$ cat src/rtl/fp_mul_result_queue_if.sv
// Beat-level bus between the FP32 multiplier, the result queue and its consumer.
// The queue uses the slave view; the producer/consumer side uses master.
interface fp_mul_result_queue_if;
    logic        in_valid;
    logic        in_ready;
    logic [31:0] fp_Z;
    logic        ovrf;
    logic        udrf;
    logic [2:0]  r_mode;
    logic        out_valid;
    logic        out_ready;
    logic [31:0] out_z;
    logic        out_ovrf;
    logic        out_udrf;
    logic [2:0]  out_rmode;
    logic [2:0]  out_class;

    modport slave (
        input  in_valid, fp_Z, ovrf, udrf, r_mode, out_ready,
        output in_ready, out_valid, out_z, out_ovrf, out_udrf, out_rmode, out_class
    );

    modport master (
        output in_valid, fp_Z, ovrf, udrf, r_mode, out_ready,
        input  in_ready, out_valid, out_z, out_ovrf, out_udrf, out_rmode, out_class
    );
endinterface

$ cat src/rtl/fp_mul_result_queue.sv
// Result queue behind the FP32 multiplier: classifies each product, buffers it in a
// DEPTH-entry FIFO with valid/ready output, and tracks overflow/underflow statistics.
module fp_mul_result_queue #(
    parameter int DEPTH = 8,
    parameter int CNT_W = 16
) (
    input  logic                   clk,
    input  logic                   rst,
    fp_mul_result_queue_if.slave   bus,
    output logic [$clog2(DEPTH):0] count,
    output logic [CNT_W-1:0]       ovf_cnt,
    output logic [CNT_W-1:0]       udf_cnt,
    output logic                   flag_err
);
    localparam int PW = $clog2(DEPTH);
    localparam int CW = PW + 1;

    localparam logic [2:0] C_NORM   = 3'd0;
    localparam logic [2:0] C_ZERO   = 3'd1;
    localparam logic [2:0] C_DENORM = 3'd2;
    localparam logic [2:0] C_INF    = 3'd3;
    localparam logic [2:0] C_QNAN   = 3'd4;
    localparam logic [2:0] C_SNAN   = 3'd5;

    typedef struct packed {
        logic [31:0] z;
        logic        ovrf;
        logic        udrf;
        logic [2:0]  rmode;
        logic [2:0]  cls;
    } entry_t;

    entry_t           mem_q [DEPTH];
    logic [PW-1:0]    wr_ptr_q, wr_ptr_d;
    logic [PW-1:0]    rd_ptr_q, rd_ptr_d;
    logic [CW-1:0]    count_q, count_d;
    logic [CNT_W-1:0] ovf_q, ovf_d;
    logic [CNT_W-1:0] udf_q, udf_d;
    logic             err_q, err_d;
    logic             push, pop;
    entry_t           head, beat;

    function automatic logic [2:0] classify(input logic [7:0] e, input logic [22:0] m);
        if (e == 8'h00) return (m == '0) ? C_ZERO : C_DENORM;
        if (e == 8'hFF) begin
            if (m == '0) return C_INF;
            return m[22] ? C_QNAN : C_SNAN;
        end
        return C_NORM;
    endfunction

    function automatic logic [CNT_W-1:0] sat_inc(input logic [CNT_W-1:0] v);
        return (&v) ? v : v + 1'b1;
    endfunction

    // Flags that cannot both be true of a single product, or contradict its exponent.
    function automatic logic flag_conflict(input logic ov, input logic ud, input logic [7:0] e);
        return (ov & ud) | (ov & (e == 8'h00)) | (ud & (e == 8'hFF));
    endfunction

    assign bus.in_ready  = (count_q < CW'(DEPTH));
    assign bus.out_valid = (count_q != '0);
    assign push          = bus.in_valid & bus.in_ready;
    assign pop           = bus.out_valid & bus.out_ready;

    assign head          = mem_q[rd_ptr_q];
    assign bus.out_z     = head.z;
    assign bus.out_ovrf  = head.ovrf;
    assign bus.out_udrf  = head.udrf;
    assign bus.out_rmode = head.rmode;
    assign bus.out_class = head.cls;

    assign count    = count_q;
    assign ovf_cnt  = ovf_q;
    assign udf_cnt  = udf_q;
    assign flag_err = err_q;

    always_comb begin
        beat.z     = bus.fp_Z;
        beat.ovrf  = bus.ovrf;
        beat.udrf  = bus.udrf;
        beat.rmode = bus.r_mode;
        beat.cls   = classify(bus.fp_Z[30:23], bus.fp_Z[22:0]);
    end

    always_comb begin
        wr_ptr_d = wr_ptr_q;
        rd_ptr_d = rd_ptr_q;
        count_d  = count_q;
        ovf_d    = ovf_q;
        udf_d    = udf_q;
        err_d    = err_q;
        if (push) begin
            wr_ptr_d = wr_ptr_q + 1'b1;
            if (bus.ovrf) ovf_d = sat_inc(ovf_q);
            if (bus.udrf) udf_d = sat_inc(udf_q);
            if (flag_conflict(bus.ovrf, bus.udrf, bus.fp_Z[30:23])) err_d = 1'b1;
        end
        if (pop) rd_ptr_d = rd_ptr_q + 1'b1;
        case ({push, pop})
            2'b10:   count_d = count_q + 1'b1;
            2'b01:   count_d = count_q - 1'b1;
            default: count_d = count_q;
        endcase
    end

    // Storage carries no reset; occupancy alone decides what is valid.
    always_ff @(posedge clk) begin
        if (push) mem_q[wr_ptr_q] <= beat;
    end

    always_ff @(posedge clk) begin
        if (rst) begin
            wr_ptr_q <= '0;
            rd_ptr_q <= '0;
            count_q  <= '0;
            ovf_q    <= '0;
            udf_q    <= '0;
            err_q    <= 1'b0;
        end else begin
            wr_ptr_q <= wr_ptr_d;
            rd_ptr_q <= rd_ptr_d;
            count_q  <= count_d;
            ovf_q    <= ovf_d;
            udf_q    <= udf_d;
            err_q    <= err_d;
        end
    end
endmodule

$ cat src/flat_wrapper.sv
// flat-port wrapper written by rule: the top's interface ports become plain ports
module fp_mul_result_queue_flat 
#(
    parameter int DEPTH = 8,
    parameter int CNT_W = 16
)
  (clk, rst, count, ovf_cnt, udf_cnt, flag_err, bus_in_valid, bus_fp_Z, bus_ovrf, bus_udrf, bus_r_mode, bus_out_ready, bus_in_ready, bus_out_valid, bus_out_z, bus_out_ovrf, bus_out_udrf, bus_out_rmode, bus_out_class);
  fp_mul_result_queue_if bus_i ();
  input  logic clk;
  input  logic rst;
  output logic [$clog2(DEPTH):0] count;
  output logic [CNT_W-1:0] ovf_cnt;
  output logic [CNT_W-1:0] udf_cnt;
  output logic flag_err;
  input wire logic [$bits(bus_i.in_valid)-1:0] bus_in_valid;
  input wire logic [$bits(bus_i.fp_Z)-1:0] bus_fp_Z;
  input wire logic [$bits(bus_i.ovrf)-1:0] bus_ovrf;
  input wire logic [$bits(bus_i.udrf)-1:0] bus_udrf;
  input wire logic [$bits(bus_i.r_mode)-1:0] bus_r_mode;
  input wire logic [$bits(bus_i.out_ready)-1:0] bus_out_ready;
  output wire logic [$bits(bus_i.in_ready)-1:0] bus_in_ready;
  output wire logic [$bits(bus_i.out_valid)-1:0] bus_out_valid;
  output wire logic [$bits(bus_i.out_z)-1:0] bus_out_z;
  output wire logic [$bits(bus_i.out_ovrf)-1:0] bus_out_ovrf;
  output wire logic [$bits(bus_i.out_udrf)-1:0] bus_out_udrf;
  output wire logic [$bits(bus_i.out_rmode)-1:0] bus_out_rmode;
  output wire logic [$bits(bus_i.out_class)-1:0] bus_out_class;
  assign bus_i.in_valid = bus_in_valid;
  assign bus_i.fp_Z = bus_fp_Z;
  assign bus_i.ovrf = bus_ovrf;
  assign bus_i.udrf = bus_udrf;
  assign bus_i.r_mode = bus_r_mode;
  assign bus_i.out_ready = bus_out_ready;
  assign bus_in_ready = bus_i.in_ready;
  assign bus_out_valid = bus_i.out_valid;
  assign bus_out_z = bus_i.out_z;
  assign bus_out_ovrf = bus_i.out_ovrf;
  assign bus_out_udrf = bus_i.out_udrf;
  assign bus_out_rmode = bus_i.out_rmode;
  assign bus_out_class = bus_i.out_class;
  fp_mul_result_queue #(.DEPTH(DEPTH), .CNT_W(CNT_W)) u_core (.clk(clk), .rst(rst), .bus(bus_i), .count(count), .ovf_cnt(ovf_cnt), .udf_cnt(udf_cnt), .flag_err(flag_err));
endmodule
$ cat config.mk
export PLATFORM = sky130hd
export DESIGN_NAME = fp_mul_result_queue_flat
export DESIGN_NICKNAME = d
export VERILOG_FILES = /design/src/rtl/fp_mul_result_queue_if.sv /design/src/rtl/fp_mul_result_queue.sv /design/src/flat_wrapper.sv
export SDC_FILE = /design/constraint.sdc
export NUM_CORES = 1
export LEC_CHECK = 0
export ABC_AREA = 1
export CAP_MARGIN = 10
export CELL_PAD_IN_SITES_DETAIL_PLACEMENT = 1
export CELL_PAD_IN_SITES_GLOBAL_PLACEMENT = 2
export CORE_MARGIN = 8
export CORE_UTILIZATION = 43
export DETAILED_ROUTE_END_ITERATION = 6
export PLACE_DENSITY_LB_ADDON = 0.1
export SYNTH_ARGS = -nofsm -noshare
export SYNTH_HDL_FRONTEND = slang
export SYNTH_SLANG_ARGS = --single-unit
$ cat constraint.sdc
create_clock -name clk -period 6.2 [get_ports clk]
set_clock_uncertainty 0.05 [all_clocks]
set_input_delay 0.93 -clock clk [delete_from_list [all_inputs] [get_ports clk]]
set_output_delay 0.93 -clock clk [all_outputs]
set_load 0.05 [all_outputs]
After elaboration in Yosys (flattened, before gate mapping)
Memories as Yosys holds them, arrays and structs flattened. A register that Yosys moved wholly into a read port is not among the register bits.
Cells that the tools add are included.
{ "op_classes": {"eq_ne": 3, "div_mod_pow": 0, "bitwise_logic": 9, "order_cmp": 1, "add_sub_neg": 6, "n_shift": 0, "n_mux": 19, "n_mul": 0, "n_reduce_logical": 9} }
{ "ops": {"columns": ["operator", "count"], "rows": [
  ["$add 16x1->16 const B", 2],
  ["$reduce_and 16->1", 2],
  ["$mux 3", 8],
  ["$logic_not 23->1", 1],
  ["$mux 1", 9],
  ["$eq 8x8->1 const B", 1],
  ["$logic_not 8->1", 1],
  ["$pmux 4 s2", 1],
  ["$add 3x1->3 const B", 2],
  ["$reduce_and 3->1", 2],
  ["$and 1x1->1", 5],
  ["$add 4x1->4 const B", 1],
  ["$lt 4x4->1 const B", 1],
  ["$reduce_bool 4->1", 1],
  ["$sub 4x1->4 const B", 1],
  ["$eq 2x1->1 const B", 1],
  ["$eq 2x2->1 const B", 1],
  ["$mux 2", 1],
  ["$not 1->1", 2],
  ["$or 1x1->1", 2],
  ["$reduce_and 2->1", 1],
  ["$reduce_bool 2->1", 1]
]} }
{ "word_totals": {"memories": 1, "ramBits": 320, "ff_bits": 43, "inputBits": 41, "mem_bits_ro": 0, "latchBits": 0} }
{ "mem_list": {"columns": ["memory", "words", "width", "read_ports", "rd_ports_with_merged_regs", "write_ports", "line_no", "rtl"], "rows": [
  ["u_core.mem_q", 8, 40, 1, 1, 1, "fp_mul_result_queue.sv:33", "entry_t mem_q [DEPTH];"]
]} }

Logic depth before layout (Yosys ltp)
{ "logic_depth": {"depth_word": 8, "mapped_depth": 14, "depth_no_buf": 14} }

Worst setup path before layout
No wires, ideal clock.
{ "synth_timing": {"kind": "input port to flip-flop", "startpoint": "in bus_in_valid", "endpoint": "mem u_core.mem_q[0][0] in the netlist's numbering, enable pin", "setup_ns": 0.437, "path_buffers": 0, "path_stages": 4, "arrival_time_ns": 2.932, "slack_ns": 2.781, "path_cell_list": "nand2_4 > inv_1 > nand2_1 > nor2_1"} }
{ "synth_between": {"elab_chain_len": 3} }
{ "synth_rtl": {"columns": ["element", "line_no", "rtl"], "rows": [
  ["start, declared", "flat_wrapper.sv:15", "input wire logic [$bits(bus_i.in_valid)-1:0] bus_in_valid;"],
  ["$and 1x1->1", "fp_mul_result_queue.sv:63", "assign push = bus.in_valid & bus.in_ready;"],
  ["$mux 1", "fp_mul_result_queue.sv:109", "if (push) mem_q[wr_ptr_q] <= beat;"],
  ["$mux 1 (not written as such)", "fp_mul_result_queue.sv:109", null],
  ["end, declared", "fp_mul_result_queue.sv:33", null]
]} }
Every way passes these cells.

==> impl_metrics.toml <==
[status]
status = "complete, no violations"

[timing]
fin_ws_ps = 1630
maxSlewHeadroom_pct = 21.4
fin_setup_tns_ps = 0
fmax_ghz = 0.219
tightest_slew_ps = 1180
period_minus_slack_ps = 4570
maxSlewViolCount = 0
rsz0062_at_grt = "false"
hold_violations = 0
setup_viol = 0
post-route-period-util_pct = 73.8
holdWs_ps = 426

[pwr]
intPower_mw = 5.12
seqPwrFrac_pct = 38.1
swShare_pct = 34.7
comb_power_share_pct = 29.5
clockPowerShare_pct = 32.4
power_leakage_nw = 6.25
switchingPower_mw = 2.73
ir_drop_v = 0.000287
pwr_density_cell_nw_per_um2 = 431
finalPower_mw = 7.85

[place]
gp_congestion = 0.757
dpl_cell_area_um2 = 16800
placedCellCount = 1811
dp_slack_ps = 2150
place_hpwl_mm = 22.5
port_buffers = 119

[critical_path]
worst-r2r-setup-slack_ps = 3470
endpoint_kind = "primary output"
start_kind = "flop"
arrival_ps = 3590
cp_data_required_time_ps = 5220
r2r_end = "u_core.mem_q[2][21]$_DFFE_PP_"
critPathMaxFanout = 75
ff2ff_path_depth = 6
crit_end = "bus_out_udrf"
regToRegStartpoint = "u_core.count[3]$_SDFFE_PP0P_"
path_class = "reg2out"

[cts]
cts_tree = "built"
ctsResizeCount = 0
cts_max_path_buffers = 3
htree_levels = 2
clk_pin_slew_ps = 60
cts_hold_buf = 0
root_buffer = "clkbuf_16"
clock-sinks = 366
cts_buffers = 41
insertion_delay_ps = 530
postCtsSetupBuffers = 0

[drt]
via_per_inst = 5.31
finalWirelength_mm = 38.9
wl_per_cell_um = 20.6
routed-via-count = 10000
drt_iter0_markers = 413
drtAntennaViolNets = 0
drtPass1Iterations = 4
drc = 0

[global_route]
grtUsageTotal_pct = 18.6
grt_start_max_net_pins = 88
grt_pass1_wl_mm = 61.1
gr-usage-met1_pct = 23.5
use_met3_pct = 3.36
antenna_found_initial = 1
grt_overflow = 0
grt.busiest_layer = "met2"
grt_use_met2_pct = 32.7
first_global_vias = 10800

[yosys]
yosysUniqueCellTypes = 39
synth_top_area_share_pct = 63.5
yosysWarnings = 0
syn_nets = 1332
ys_ff_latch = 366
ys.flop_type = "edfxtp_1"
syn_avg_cell_area_um2 = 11.8
async_reset_ff_share_pct = 0
post-synth-top-count-cell = "edfxtp_1"
synth-edff-count = 320
synthesis.area_um2 = 15100
synth-seq-area-share_pct = 69.6
yosys-top-cells-count = "edfxtp_1, nor2_1, nand2_1, o21ai_0, dfxtp_1"
synth.area.top_cells = "edfxtp_1, dfxtp_1, nor2_1, nand2_1, o21ai_0"
yosysTopAreaCell = "edfxtp_1"
synth_cells = 1284

[cells_and_area]
diodes = 0
fin_cells = 1887
fin_nets = 1447
syn_to_final_growth_pct = 20.3
final_cell_area_um2 = 18200
nFillCells = 3586
final_util_pct = 52.6
drive_above_1_share_pct = 8.59

[die]
die_area_um2 = 41400
dieHeight_um = 204
rows = 68
ios = 120
dieWidth_um = 204
core_um2 = 34600
start_util_pct = 43.7

[hold_path]
hold_class = "reg2reg"

[job]
drv_cap = 0
[state kept, by name, summed over array words and instances, names as in the netlist, named ones only]
name and count:
u_core.count 4, u_core.ovf_cnt 16, u_core.rd_ptr_q 3, u_core.flag_err 1
u_core.udf_cnt 16, u_core.wr_ptr_q 3, u_core.mem_q 320
[worst min-delay path by stage]
stage | cells past startpoint | slack, ps | end | from
CTS | 1 | 430 | flop | u_core.rd_ptr_q[2]$_SDFFE_PP0P_
global route | 1 | 460 | flop | u_core.rd_ptr_q[2]$_SDFFE_PP0P_
floorplan | 1 | 380 | flop | u_core.rd_ptr_q[2]$_SDFFE_PP0P_
global placement | 1 | 390 | flop | u_core.rd_ptr_q[2]$_SDFFE_PP0P_
detailed placement | 1 | 410 | flop | u_core.rd_ptr_q[2]$_SDFFE_PP0P_
finish | 1 | 430 | flop | u_core.rd_ptr_q[2]$_SDFFE_PP0P_
[placed cells by master (no fill, tap or decap), drive strengths merged]
cell | Yosys | routed
nand4 | 9 | 9
o21bai | 6 | 6
ha | 7 | 7
nand3 | 39 | 39
clkbuf | 31 | 50
buf | 32 | 16
o32ai | 40 | 40
clkinvlp | 0 | 4
o21ai | 91 | 91
a31oi | 1 | 1
edfxtp | 320 | 320
o22ai | 40 | 40
and3 | 1 | 1
mux2i | 40 | 40
nand3b | 1 | 1
xnor2 | 4 | 4
nand2 | 227 | 227
inv | 47 | 47
xor2 | 7 | 7
dfxtp | 46 | 46
a21o | 1 | 1
bufinv | 0 | 6
clkdlybuf4s50 | 0 | 119
nor3 | 10 | 10
a21oi | 29 | 29
nor2 | 253 | 253
clkinv | 2 | 18
[power groups by stage]
stage | Clock, mW | Sequential, mW | Combinational, mW
floorplan | 0 | 3.02 | 1.59
finish | 2.54 | 2.99 | 2.31
global placement | 0 | 3.04 | 2.31
detailed placement | 0 | 3.05 | 2.34
CTS | 2.60 | 3.00 | 2.35
global route | 2.68 | 3.02 | 2.50
[critical path, cell delays in order (launching register included)]
cell	delay, ps
dfxtp_4	950
clkinv_2	450
buf_4	400
nor2_1	150
o22ai_1	110
nand2_1	100
nand2_1	70
clkdlybuf4s50_1	760
[layout make-up]
type | instances | area [um2] | area share, %
clock inverter | 26 | 298 | 1.64
clock buffer | 50 | 1130 | 6.22
inverter | 49 | 185 | 1.02
tap | 455 | 569 | 3.13
multi-input combinational | 806 | 4140 | 22.8
timing repair buffer | 135 | 1340 | 7.34
sequential | 366 | 10500 | 57.9
[kinds of logic after synthesis]
family                     Yosys count  synth area share (%)
xor gates and xnor gates            11                 0.637
and+or+nand+nor                    540                  14.6
muxes                               40                  2.65
AOI/OAI and AO/OA                  208                  8.50
adders and majority gates            7                 0.579
buffers and inverters              112                  3.42
DFF                                366                  69.6
[metal layers]
layer	routed length, um	vias up	share of wire (%)
met2	19300	158	50
met5	13	-	0.033
met4	707	2	1.8
li1	-	4811	-
met1	17300	4993	44
met3	1610	52	4.1
No activity file was read; power rests on OpenSTA's default activity.
==> RTL change (config.mk and constraints unchanged) <==
`DEPTH` is set to 8 in 2 places; all go to 16.
--- a/src/rtl/fp_mul_result_queue.sv
+++ b/src/rtl/fp_mul_result_queue.sv
@@ -1,7 +1,7 @@
 // Result queue behind the FP32 multiplier: classifies each product, buffers it in a
 // DEPTH-entry FIFO with valid/ready output, and tracks overflow/underflow statistics.
 module fp_mul_result_queue #(
-    parameter int DEPTH = 8,
+    parameter int DEPTH = 16,
     parameter int CNT_W = 16
 ) (
     input  logic                   clk,
--- a/src/flat_wrapper.sv
+++ b/src/flat_wrapper.sv
@@ -1,7 +1,7 @@
 // flat-port wrapper written by rule: the top's interface ports become plain ports
 module fp_mul_result_queue_flat 
 #(
-    parameter int DEPTH = 8,
+    parameter int DEPTH = 16,
     parameter int CNT_W = 16
 )
   (clk, rst, count, ovf_cnt, udf_cnt, flag_err, bus_in_valid, bus_fp_Z, bus_ovrf, bus_udrf, bus_r_mode, bus_out_ready, bus_in_ready, bus_out_valid, bus_out_z, bus_out_ovrf, bus_out_udrf, bus_out_rmode, bus_out_class);
Interface: changed (resized count); port bits go from 120 to 121. The function was not compared with the original's and may differ.
==> RTL change against the unedited design <==
  * Cell area grew 79%
  * Count of clock-buffer cells in the layout grew 49
  * Combinational power grew 40%
  * Sequential cell count grew 324
  * Wire length grew 94%
  * Worst setup slack lost 0.19 ns
  * Area after synthesis grew 87%
  * Power grew 63%
  * Utilization shrank 2.7 points
==> RTL change: results (changes against the unedited design) <==
[status]
status = finished, final reports clean

[grt]
grt_max_degree = 131  ; +49%
grt_usage_pct = 20.1  ; +1.5 points
grt_pass1_wl_microns = 113000  ; +85%
antenna_found_initial = 0  ; -1
grt_pass1_vias = 18001  ; +66%

[setup_path]
cp-endpoint = bus_out_z[23]
rr_endpoint = u_core.mem_q[6][32]
reg2reg_depth = 6  ; unchanged
r2r-start = u_core.count[4]
critPathArrivalTime_ns = 3.79  ; +0.20 ns
rrSetupSlack_ns = 3.20  ; -0.27 ns
crit_fanout = 90  ; +20%

[synthesis]
synth.avg_cell_area_sq_um = 13.4  ; +14%
ys_seq_area_share_pct = 71.5  ; +1.9 points
yosysUniqueCellTypes = 34  ; -13%
syn-num-nets = 2154  ; +62%
synth-edff-count = 640  ; +100%
synth_common_cells = edfxtp_1, inv_1, o21ai_0
synthAdderAreaFrac_pct = 0.442  ; -0.14 points
yosys.area_share.xor_xnor_pct = 0.681  ; +0.045 points
synth.area.mux_share_pct = 5.66  ; +3.0 points

[sta]
tightestPinTransition_ns = 1.16  ; -0.0177 ns

[power_and_ir_drop]
peakVddDrop_uv = 210  ; -27%
p_leak_nw = 10.9  ; +74%
p_sw_share_pct = 32.2  ; -2.5 points

[place]
numPortBuffers = 120  ; +0.84%
gp_congestion = 0.747  ; -1.4%
place_inst = 3006  ; +66%
post-dp-hpwl_microns = 42200  ; +88%

[detailed_routing]
wl_met1_microns = 33500  ; +94%
top_layer_used = met4
post_drt_wl_per_cell_microns = 24.0  ; +16%
via_per_inst = 5.48  ; +3.2%
first_pass_iters = 5  ; +1
wl_met3_microns = 2880  ; +79%
wl_met2_microns = 37300  ; +93%
first_iter_violations = 1153  ; +180%

[layout]
layout.nets = 2270  ; +57%
largest_reg_flops = 640  ; +100%
final_layout_size_suffix_gt1_share_pct = 8.08  ; -0.51 points

[clocking]
h-tree-depth = 3  ; +1
clkLatencyLatePin_ns = 0.60  ; +0.07 ns
cts_made_buffers = 75  ; +83%

[RTL change: worst min path at each step]
| stage | from | end | cells after the start |
|---|---|---|---|
| 5_1_grt | u_core.rd_ptr_q[2] | u_core.rd_ptr_q[2] | 1 |
| 3_5_place_dp | u_core.rd_ptr_q[2] | u_core.rd_ptr_q[2] | 1 |
| 4_1_cts | u_core.rd_ptr_q[2] | u_core.rd_ptr_q[2] | 1 |
| 6_report | u_core.rd_ptr_q[2] | u_core.rd_ptr_q[2] | 1 |
| 3_3_place_gp | u_core.rd_ptr_q[2] | u_core.rd_ptr_q[2] | 1 |
| 2_1_floorplan | u_core.rd_ptr_q[2] | flop | 1 |
[RTL change: logic make-up after synthesis]
kind of cell / Yosys count
buf+inv: 339
flops: 690
xor+xnor: 22
simple gates: 307
mux: 160
fa+ha+maj: 10
compound gates: 575
[RTL change: power by group through the flow]
stage	clock [mW]	combinational, mW	sequential, mW
global route	4.40	3.50	5.40
CTS	4.25	3.29	5.38
global placement	0	3.22	5.47
finish	4.15	3.23	5.38
detailed placement	0	3.27	5.48
floorplan	0	2.27	5.46
[RTL change: cell type report]
| type | count | area, sq um | area share, % |
|---|---|---|---|
| Clock buffer | 99 | 2060 | 6.32 |
| Clock inverter | 35 | 190 | 0.583 |
| Inverter | 216 | 813 | 2.49 |
| Multi-Input combinational cell | 1074 | 6700 | 20.5 |
| Sequential cell | 690 | 20200 | 62.0 |
| Tap cell | 864 | 1080 | 3.31 |
| Timing Repair Buffer | 162 | 1550 | 4.76 |
[RTL change: metal layers]
| metal | GRT usage, % | vias up |
|---|---|---|
| met1 | 26.4 | 8798 |
| met5 | 0 | - |
| met2 | 34.2 | 318 |
| li1 | - | 7971 |
| met3 | 3.10 | 112 |
| met4 | 5.94 | 0 |
[RTL change: worst max-delay path, cell delays in order (launching register included)]
cell and delay [ns]:
dfxtp_4 0.52, inv_4 0.91, buf_4 0.55, o21ai_0 0.16, o211ai_1 0.20, nand2_1 0.08, clkdlybuf4s50_1 0.71
[RTL change: metrics by stage]
| step | hold slack (ns) | worst slack, ns |
|---|---|---|
| floorplan | 0.394 | 2.66 |
| global placement | 0.410 | 2.02 |
| detailed placement | 0.415 | 2.00 |
| CTS | 0.434 | 1.33 |
| global route | 0.470 | 1.17 |
| finish | 0.440 | 1.43 |
